--- src/rtl/hx8357_init_sequencer.sv ---
// HX8357 power-up sequencer: times the RESX pulse off a millisecond prescaler,
// then walks the init ROM and issues each entry as a command/data write or a delay.
module hx8357_init_sequencer #(
    parameter int MS_DIV      = 50000,
    parameter int RST_LOW_MS  = 10,
    parameter int RST_WAIT_MS = 120,
    parameter int ADDR_W      = 8
) (
    input  logic              clk_in,
    input  logic              nres,
    input  logic              start,
    output logic [ADDR_W-1:0] rom_addr,
    input  logic [9:0]        rom_data,
    output logic              wr_valid,
    output logic              wr_dc,
    output logic [7:0]        wr_data,
    input  logic              wr_ready,
    output logic              lcd_resx,
    output logic              busy,
    output logic              done,
    output logic              err
);

    // state    | meaning
    // ---------+--------------------------------------------------
    // IDLE     | waiting for start after reset
    // RST_LOW  | RESX driven low for RST_LOW_MS
    // RST_WAIT | RESX high, panel settling for RST_WAIT_MS
    // FETCH    | rom_addr stable, covers the synchronous ROM latency
    // DECODE   | rom_data sampled and dispatched by kind
    // WRITE    | write request held until accepted
    // DELAY    | waiting payload ms from a DELAY entry
    // DONE     | END reached or ROM overrun; restartable
    typedef enum logic [2:0] {
        S_IDLE     = 3'd0,
        S_RST_LOW  = 3'd1,
        S_RST_WAIT = 3'd2,
        S_FETCH    = 3'd3,
        S_DECODE   = 3'd4,
        S_WRITE    = 3'd5,
        S_DELAY    = 3'd6,
        S_DONE     = 3'd7
    } state_t;

    localparam logic [1:0]  K_CMD   = 2'b00;
    localparam logic [1:0]  K_DATA  = 2'b01;
    localparam logic [1:0]  K_DELAY = 2'b10;

    localparam logic [15:0] PRE_TC  = 16'(MS_DIV - 1);
    localparam logic [15:0] LOW_MS  = 16'(RST_LOW_MS);
    localparam logic [15:0] WAIT_MS = 16'(RST_WAIT_MS);
    localparam logic [ADDR_W-1:0] ADDR_LAST = '1;

    state_t              state_q, state_d;
    logic [ADDR_W-1:0]   addr_q, addr_d;
    logic                valid_q, valid_d;
    logic                dc_q, dc_d;
    logic [7:0]          data_q, data_d;
    logic                resx_q, resx_d;
    logic                busy_q, busy_d;
    logic                done_q, done_d;
    logic                err_q, err_d;
    logic [15:0]         pre_q, pre_d;
    logic [15:0]         ms_q, ms_d;
    logic [7:0]          dly_q, dly_d;

    logic                timed_q;
    logic                timed_d;
    logic                tick;
    logic [15:0]         target;
    logic [15:0]         target_m1;
    logic                expire;
    logic                advance;
    logic [1:0]          kind;
    logic [7:0]          payload;

    assign kind    = rom_data[9:8];
    assign payload = rom_data[7:0];

    always_comb begin
        target = 16'd0;
        case (state_q)
            S_RST_LOW:  target = LOW_MS;
            S_RST_WAIT: target = WAIT_MS;
            S_DELAY:    target = {8'd0, dly_q};
            default:    target = 16'd0;
        endcase
    end

    // A zero target still waits one full millisecond rather than wrapping.
    assign target_m1 = (target == 16'd0) ? 16'd0 : target - 16'd1;
    assign timed_q   = (state_q == S_RST_LOW) || (state_q == S_RST_WAIT) || (state_q == S_DELAY);
    assign tick      = (pre_q == PRE_TC);
    assign expire    = timed_q && tick && (ms_q >= target_m1);

    always_comb begin
        state_d = state_q;
        addr_d  = addr_q;
        valid_d = valid_q;
        dc_d    = dc_q;
        data_d  = data_q;
        resx_d  = resx_q;
        err_d   = err_q;
        dly_d   = dly_q;
        advance = 1'b0;

        case (state_q)
            S_IDLE, S_DONE: begin
                if (start) begin
                    state_d = S_RST_LOW;
                    resx_d  = 1'b0;
                    addr_d  = '0;
                    err_d   = 1'b0;
                end
            end
            S_RST_LOW: begin
                if (expire) begin
                    state_d = S_RST_WAIT;
                    resx_d  = 1'b1;
                end
            end
            S_RST_WAIT: begin
                if (expire) begin
                    state_d = S_FETCH;
                end
            end
            S_FETCH: begin
                state_d = S_DECODE;
            end
            S_DECODE: begin
                case (kind)
                    K_CMD, K_DATA: begin
                        data_d  = payload;
                        dc_d    = kind[0];
                        valid_d = 1'b1;
                        state_d = S_WRITE;
                    end
                    K_DELAY: begin
                        if (payload == 8'd0) begin
                            advance = 1'b1;
                        end else begin
                            dly_d   = payload;
                            state_d = S_DELAY;
                        end
                    end
                    default: begin
                        state_d = S_DONE;
                    end
                endcase
            end
            S_WRITE: begin
                if (valid_q && wr_ready) begin
                    valid_d = 1'b0;
                    advance = 1'b1;
                end
            end
            S_DELAY: begin
                if (expire) begin
                    advance = 1'b1;
                end
            end
            default: begin
                state_d = S_IDLE;
            end
        endcase

        // The last ROM slot without an END is treated as an overrun, never a wrap.
        if (advance) begin
            if (addr_q != ADDR_LAST) begin
                addr_d  = addr_q + 1'b1;
                state_d = S_FETCH;
            end else begin
                err_d   = 1'b1;
                state_d = S_DONE;
            end
        end
    end

    always_comb begin
        timed_d = (state_d == S_RST_LOW) || (state_d == S_RST_WAIT) || (state_d == S_DELAY);
        pre_d   = 16'd0;
        ms_d    = 16'd0;
        if (timed_d && (state_d == state_q)) begin
            if (tick) begin
                pre_d = 16'd0;
                ms_d  = ms_q + 16'd1;
            end else begin
                pre_d = pre_q + 16'd1;
                ms_d  = ms_q;
            end
        end
        busy_d = (state_d != S_IDLE) && (state_d != S_DONE);
        done_d = (state_d == S_DONE);
    end

    always_ff @(posedge clk_in or negedge nres) begin
        if (!nres) begin
            state_q <= S_IDLE;
            addr_q  <= '0;
            valid_q <= 1'b0;
            dc_q    <= 1'b0;
            data_q  <= 8'd0;
            resx_q  <= 1'b1;
            busy_q  <= 1'b0;
            done_q  <= 1'b0;
            err_q   <= 1'b0;
            pre_q   <= 16'd0;
            ms_q    <= 16'd0;
            dly_q   <= 8'd0;
        end else begin
            state_q <= state_d;
            addr_q  <= addr_d;
            valid_q <= valid_d;
            dc_q    <= dc_d;
            data_q  <= data_d;
            resx_q  <= resx_d;
            busy_q  <= busy_d;
            done_q  <= done_d;
            err_q   <= err_d;
            pre_q   <= pre_d;
            ms_q    <= ms_d;
            dly_q   <= dly_d;
        end
    end

    assign rom_addr = addr_q;
    assign wr_valid = valid_q;
    assign wr_dc    = dc_q;
    assign wr_data  = data_q;
    assign lcd_resx = resx_q;
    assign busy     = busy_q;
    assign done     = done_q;
    assign err      = err_q;

endmodule
--- config.mk ---
export PLATFORM = sky130hd
export DESIGN_NAME = hx8357_init_sequencer
export DESIGN_NICKNAME = d
export VERILOG_FILES = /design/src/rtl/hx8357_init_sequencer.sv
export SDC_FILE = /design/constraint.sdc
export NUM_CORES = 1
export LEC_CHECK = 0
export ABC_AREA = 1
export CAP_MARGIN = 25
export CORE_ASPECT_RATIO = 1.75
export CORE_MARGIN = 10
export CORE_UTILIZATION = 53
export DETAILED_ROUTE_END_ITERATION = 10
export PLACE_DENSITY = 0.84
export SYNTH_ARGS = -nofsm -noshare
export SYNTH_HDL_FRONTEND = slang
export SYNTH_SLANG_ARGS = --single-unit
--- constraint.sdc ---
create_clock -name clk_in -period 3.91 [get_ports clk_in]
set_clock_uncertainty 0.2 [all_clocks]
set_input_delay 0.782 -clock clk_in [delete_from_list [all_inputs] [get_ports clk_in]]
set_output_delay 0.782 -clock clk_in [all_outputs]
set_load 0.02 [all_outputs]
* Word level (Yosys, flattened, before mapping)
Index checks and enable logic that the tools add are counted.
** Storage, ports and cells
- Output and inout bits :: 22
- Bits of input ports :: 14
- Word-level logic and storage cells :: 95
- Register bits after elaboration :: 65
** Operators by class
- Add/sub/neg operators :: 4
- $lt $le $gt $ge :: 1
- Equality and inequality tests :: 22
- Reduce and logical (&&, ||, !) cells :: 22
- Bitwise operators :: 1
- Muxes and demuxes :: 33
** Operators by type and width (count)
- $mux 16 :: 5
- $add 16x1->16 const B :: 2
- $mux 8 :: 4
- $pmux 8 s3 :: 1
- $eq 3x3->1 const B :: 6
- $mux 3 :: 6
- $eq 16x16->1 const B :: 1
- $ge 16x16->1 :: 1
- $logic_not 16->1 :: 1
- $sub 16x1->16 const B :: 1
- $pmux 3 s5 :: 1
- $mux 1 :: 12
- $eq 3x2->1 const B :: 3
- $reduce_and 3->1 :: 3
- $add 8x1->8 const B :: 1
- $logic_not 8->1 :: 1
- $ne 2x2->1 const B :: 4
- $ne 8x8->1 const B :: 1
- $eq 3x1->1 const B :: 2
- $pmux 3 s2 :: 1
- $logic_and 1x1->1 :: 5
- $logic_or 1x1->1 :: 4
- $pmux 1 s2 :: 2
- $reduce_bool 2->1 :: 2
- 12 further kinds :: 13

* Longest topological paths before layout
- Depth after elaboration :: 14
- Gate-level depth with buffers :: 32
- Depth with buffers taken out :: 31

* Worst setup path after synthesis
Ideal clock, no wire load.
- Path kind :: register to register
- Start :: register state_q[1]
- End :: register ms_q[4]
- Buffers on the path :: 1
- Arrival time :: 3643 ps
- Cell stages (with the launch flop) :: 28
- Data required time :: 3582 ps
- Setup time :: 128 ps
- Clock period less this slack :: 3970 ps
- Path slack :: -60 ps
- Cells stage by stage :: dfrtp_1 -> inv_2 -> nor2_2 -> inv_2 -> nor2_2 -> a211oi_1 -> inv_1 -> nor3_1 -> nand2_1 -> nor3_1 -> ha_1 -> or2_2 -> ha_1 -> nand2_1 -> inv_1 -> nand2_1 -> nand2_1 -> nor2_1 -> nand2_1 -> nand2_1 -> nand2_1 -> nand3_2 -> nand2_4 -> a21oi_1 -> o21ai_2 -> nand2_4 -> buf_12 -> nor2_4
** Between the ends
- Longest elaborated chain between the ends :: 14
- Elaborated cells on any way between the ends :: 36
- Classes of those cells :: add/sub: 1; order compare: 1; eq/ne: 12; mux: 12; reduce/logical: 10
** Ends and longest elaborated chain
- from (decl) :: line 54 : state_t state_q, state_d;
- from (signal assigned) :: line 211 : state_q <= state_d;
- $eq 3x3->1 (tied with other cells) :: line 82, 92, 107
- $pmux 8 s3 :: line 82 : case (state_q)
- $sub 16x1->16 or $logic_not 16->1 (tied branches) :: line 91 : assign target_m1 = (target == 16'd0) ? 16'd0 : target - 16'd1;
- $mux 16 :: line 91
- $ge 16x16->1 :: line 94 : assign expire = timed_q && tick && (ms_q >= target_m1);
- $logic_and 1x1->1 :: line 94
- $mux 3 (tied with other cells) :: line 123 : if (expire) begin
- $pmux 3 s5 or $pmux 1 s3 (tied branches) :: line 107 : case (state_q)
- $mux 3 (*) :: line 168 : if (advance) begin
- named net state_d[2] :: line 54
- $eq 3x1->1 or $eq 3x2->1 (tied branches) :: line 180 : timed_d = (state_d == S_RST_LOW) || (state_d == S_RST_WAIT) || (state_d == S_DELAY);
- $logic_or 1x1->1 (2 in a row) :: line 180
- $logic_and 1x1->1 (*) :: line 183 : if (timed_d && (state_d == state_q)) begin
- $ne 2x2->1 (no source line) or $mux 16 (tied branches)
- to (signal assigned) :: line 221 : ms_q <= ms_d;
- to (decl) :: line 64 : logic [15:0] ms_q, ms_d;
The timed path passes the listed nets; every way through them passes the cells marked *.
A chain may end at the register's enable or synchronous reset.

* Final worst setup path
- Start :: register state_q[1]
- End :: register pre_q[11]
** Between the ends
- Longest elaborated chain between the ends :: 14
- Elaborated cells on any way between the ends :: 35
- Classes of those cells :: add/sub: 1; order compare: 1; eq/ne: 11; mux: 12; reduce/logical: 10
** Ends and longest elaborated chain
- $eq 3x3->1 (tied with other cells) :: line 82, 92, 107
- $pmux 8 s3 :: line 82
- $sub 16x1->16 or $logic_not 16->1 (tied branches) :: line 91
- $mux 16 :: line 91
- $ge 16x16->1 :: line 94
- $logic_and 1x1->1 :: line 94
- $mux 3 (tied with other cells) :: line 123
- $pmux 3 s5 or $pmux 1 s3 (tied branches) :: line 107
- $mux 3 :: line 168
- $eq 3x1->1 or $eq 3x2->1 (tied branches) :: line 180
- $logic_or 1x1->1 (2 in a row) :: line 180
- $logic_and 1x1->1 (*) :: line 183
- $mux 16 (*) :: line 183
- named net pre_d[11] :: line 63 : logic [15:0] pre_q, pre_d;
- to (signal assigned) :: line 220 : pre_q <= pre_d;
- to (decl) :: line 63
Marks and branches as above.

==> impl_metrics.yaml <==
run_status:
  status: "finished with violations"
  violations: "negative setup slack"
grt:
  track_usage_pct: 18.1
  first_global_vias: 4002
  grt_pass1_wl_mm: 17.7
  gr-total-overflow: 0
  grt_max_degree: 44
  antenna_found_initial: 0
detailed_routing:
  firstDrtPassIters: 4
  wl_met2_mm: 5.86
  drcViolationCount: 0
  top_layer_used: "met4"
  routedWlPerCell_um: 15.9
  routed_via_density: 5.55
  via_count: 3826
  m1WireLength_mm: 3.84
  routed_wl_mm: 10.9
  wl_met3_um: 561
  drt_iter0_drc: 222
  ant_nets: 0
setup_path:
  endpoint_kind: "flip-flop"
  startpoint_type: "flip-flop"
  worst-path-max-fanout: 8
  r2r_cells: 30
  cpMostUsedCell: "nand2_2"
  cpPeakStageDelay_ps: 390
  r2r_end: "pre_q[11]$_DFF_PN0_"
  ff2ff_setup_slack_ps: -120
  worst_path_max_delay_cell: "dfrtp_1"
  crit_arrival_ps: 4040
  critical_path_class: "flip-flop to flip-flop"
  crit_required_ps: 3920
  r2r-start: "state_q[1]$_DFF_PN0_"
  path_delay_family: "simple AND/OR/NAND/NOR gates"
  path_buf_inv: 5
power_and_ir_drop:
  ir_drop_uv: 495
  power_density_nw_per_um2: 767
  p_leak_nw: 2.43
clocking:
  cts_buffers: 9
  cts_buffer_depth: 2
  clk_latency_ps: 330
  clk_transition_reported_paths_ps: 50
  cts_tree: "done"
  cts_htree_levels: 3
  cts_root_buf: "clkbuf_16"
  clock_sinks: 65
floorplanning:
  start_util_pct: 53.8
  rows: 43
  dieWidth_um: 87.5
  dieArea_um2: 12100
  ios: 36
  die_y_um: 138
  core_area_um2: 7860
yosys:
  seq_area_frac_synth_pct: 38.5
  netlist.area_leader.share_pct: 37.9
  synth.distinct_cells: 38
  yosysTopAreaCell: "dfrtp_1"
  synth_nets: 552
  async_flop_share_pct: 100
  synthFlopType: "dfrtp_1"
  ys_warn_count: 0
  synth_edf_count: 0
  synth_area_per_cell_um2: 8.20
  syn_inst: 516
  synth_area_um2: 4230
  ys_ff_latch: 65
  synth_top_cells_by_area: "dfrtp_1 (38%), nand2_1 (9.4%), nor2_4 (8.0%)"
place:
  place_area_um2: 4960
  port_buffers: 35
  place_worst_setup_slack_ps: -167
  gp_congestion: 0.923
  dp_hpwl_mm: 7.85
sta:
  slew_viol_final: 0
  worst_pin_slew_ps: 870
  fin_ws_ps: -121
  finalCriticalPeriod_ps: 4030
  slew_headroom_pct: 41.6
  finalCritPeriodShare_pct: 103
  finalHoldViolCount: 0
  max_clock_freq_mhz: 248
  finalSetupViolCount: 32
  rsz0062_at_grt: "yes"
layout:
  area_delta_synth_final_pct: 29.2
  multi_input_area_um2: 2440
  area.sequential_um2: 1630
  antennaDiodeCount: 0
  final_layout_size_suffix_gt1_share_pct: 25.9
  fin_area_um2: 5460
  fin_util_pct: 69.6
  final_net_count: 631
  fill_cells: 571
flow_run:
  drv_cap: 0
min_path:
  hold_class: "input pin to asynchronous set/reset pin"
[placed cells by master (no fill, tap or decap), types with 3 or more instances in the layout]
master / n
clkbuf_16: 9
buf_12: 4
buf_4: 35
nand4_1: 14
or2_2: 3
inv_2: 11
ha_1: 20
inv_1: 65
a21oi_1: 12
nor2_2: 6
nand3b_1: 4
nor3_2: 4
o21ai_0: 36
nor3_1: 9
nor2_1: 37
nand2_4: 7
nand3_2: 5
dfrtp_1: 64
a21oi_2: 5
nand3_1: 23
nand2_2: 8
o21ai_1: 5
clkdlybuf4s50_1: 34
nand2_1: 94
xnor2_1: 4
xor2_1: 18
nor2_4: 36
[worst max path at each step]
stage,start,to,slack (ps),cells past startpoint
floorplan,state_q[1]$_DFF_PN0_,ms_q[4]$_DFFE_PN0P_,30,30
CTS,state_q[2]$_DFF_PN0_,ms_q[1]$_DFFE_PN0P_,7,29
global placement,state_q[1]$_DFF_PN0_,pre_q[5]$_DFF_PN0_,7,27
detailed placement,state_q[1]$_DFF_PN0_,ms_q[11]$_DFFE_PN0P_,-170,30
global route,state_q[1]$_DFF_PN0_,pre_q[11]$_DFF_PN0_,-370,30
finish,state_q[1]$_DFF_PN0_,pre_q[11]$_DFF_PN0_,-120,30
[routing by layer]
layer,vias to the layer above,global-route usage [%]
met3,58,5.24
met4,0,12.1
li1,1821,-
met2,139,31.7
met5,-,0
met1,1808,17.3
[worst reg2reg max path, delay by kind of cell (launching register included)]
family / cells / cell delay (ps)
adder cells (fa/ha/maj): 2 / 530
flip-flops: 1 / 390
buffers and inverters: 5 / 500
AO/OA/AOI/OAI: 1 / 250
AND/OR/NAND/NOR: 22 / 2010
[layout make-up]
class | instances | area share (%)
multi-input combinational | 368 | 44.7
timing repair buffer | 75 | 12.8
sequential | 65 | 29.8
clock inverter | 3 | 0.733
inverter | 76 | 5.22
tap | 90 | 2.06
clock buffer | 12 | 4.69
[cells by family (layout without fill, tap and decap cells)]
logic type	Yosys count	in the layout	share of synthesized area [%]
adders and majority gates	22	22	6.51
and+or+nand+nor	255	255	32.4
DFF	65	65	38.5
xor gates and xnor gates	22	22	4.56
AOI/OAI and AO/OA	68	68	9.23
buffers and inverters	83	166	8.52
muxes	1	1	0.266
[registers in the layout, indices dropped and copies added, names as in the netlist]
register	flops
err	1
rom_addr	8
dly_q	8
busy	1
ms_q	16
done	1
lcd_resx	1
state_q	3
wr_data	8
wr_valid	1
wr_dc	1
pre_q	16
[cell usage after synthesis, types with 4 or more instances]
library cell / instances
nor2_2: 7
o21ai_0: 38
nand4_1: 14
nand2_1: 106
inv_1: 66
nand3_1: 27
dfrtp_1: 64
nor3_1: 12
nor2_1: 42
nand3b_1: 4
xnor2_1: 4
inv_2: 10
ha_1: 22
or2_2: 4
a21oi_1: 16
xor2_1: 18
nor2_4: 30
o21ai_1: 4
[where the power goes]
group          total (mW)  switching (mW)  internal [mW]
clock network       0.802           0.280          0.522
registers           0.881          0.0852          0.796
logic                2.51            1.47           1.03
[repair_timing]
action,4_1_cts,5_1_grt
resized for setup,10,38
buffers inserted,1,2
hold buffers,0,0
hold endpoints to repair,0,0
endpoints found under the setup margin,35,43
pin swaps,5,7
[per-stage QoR]
step	TNS [ps]	power, mW	std cells	hold WS, ps
4_1_cts	0	3.95	688	248
6_report	-3000	4.19	689	236
5_1_grt	-11110	4.45	689	275
2_1_floorplan	0	2.27	516	248
3_3_place_gp	0	2.95	672	264
3_5_place_dp	-4880	3.05	672	265
Note: power is estimated with default switching activity, not from simulation.
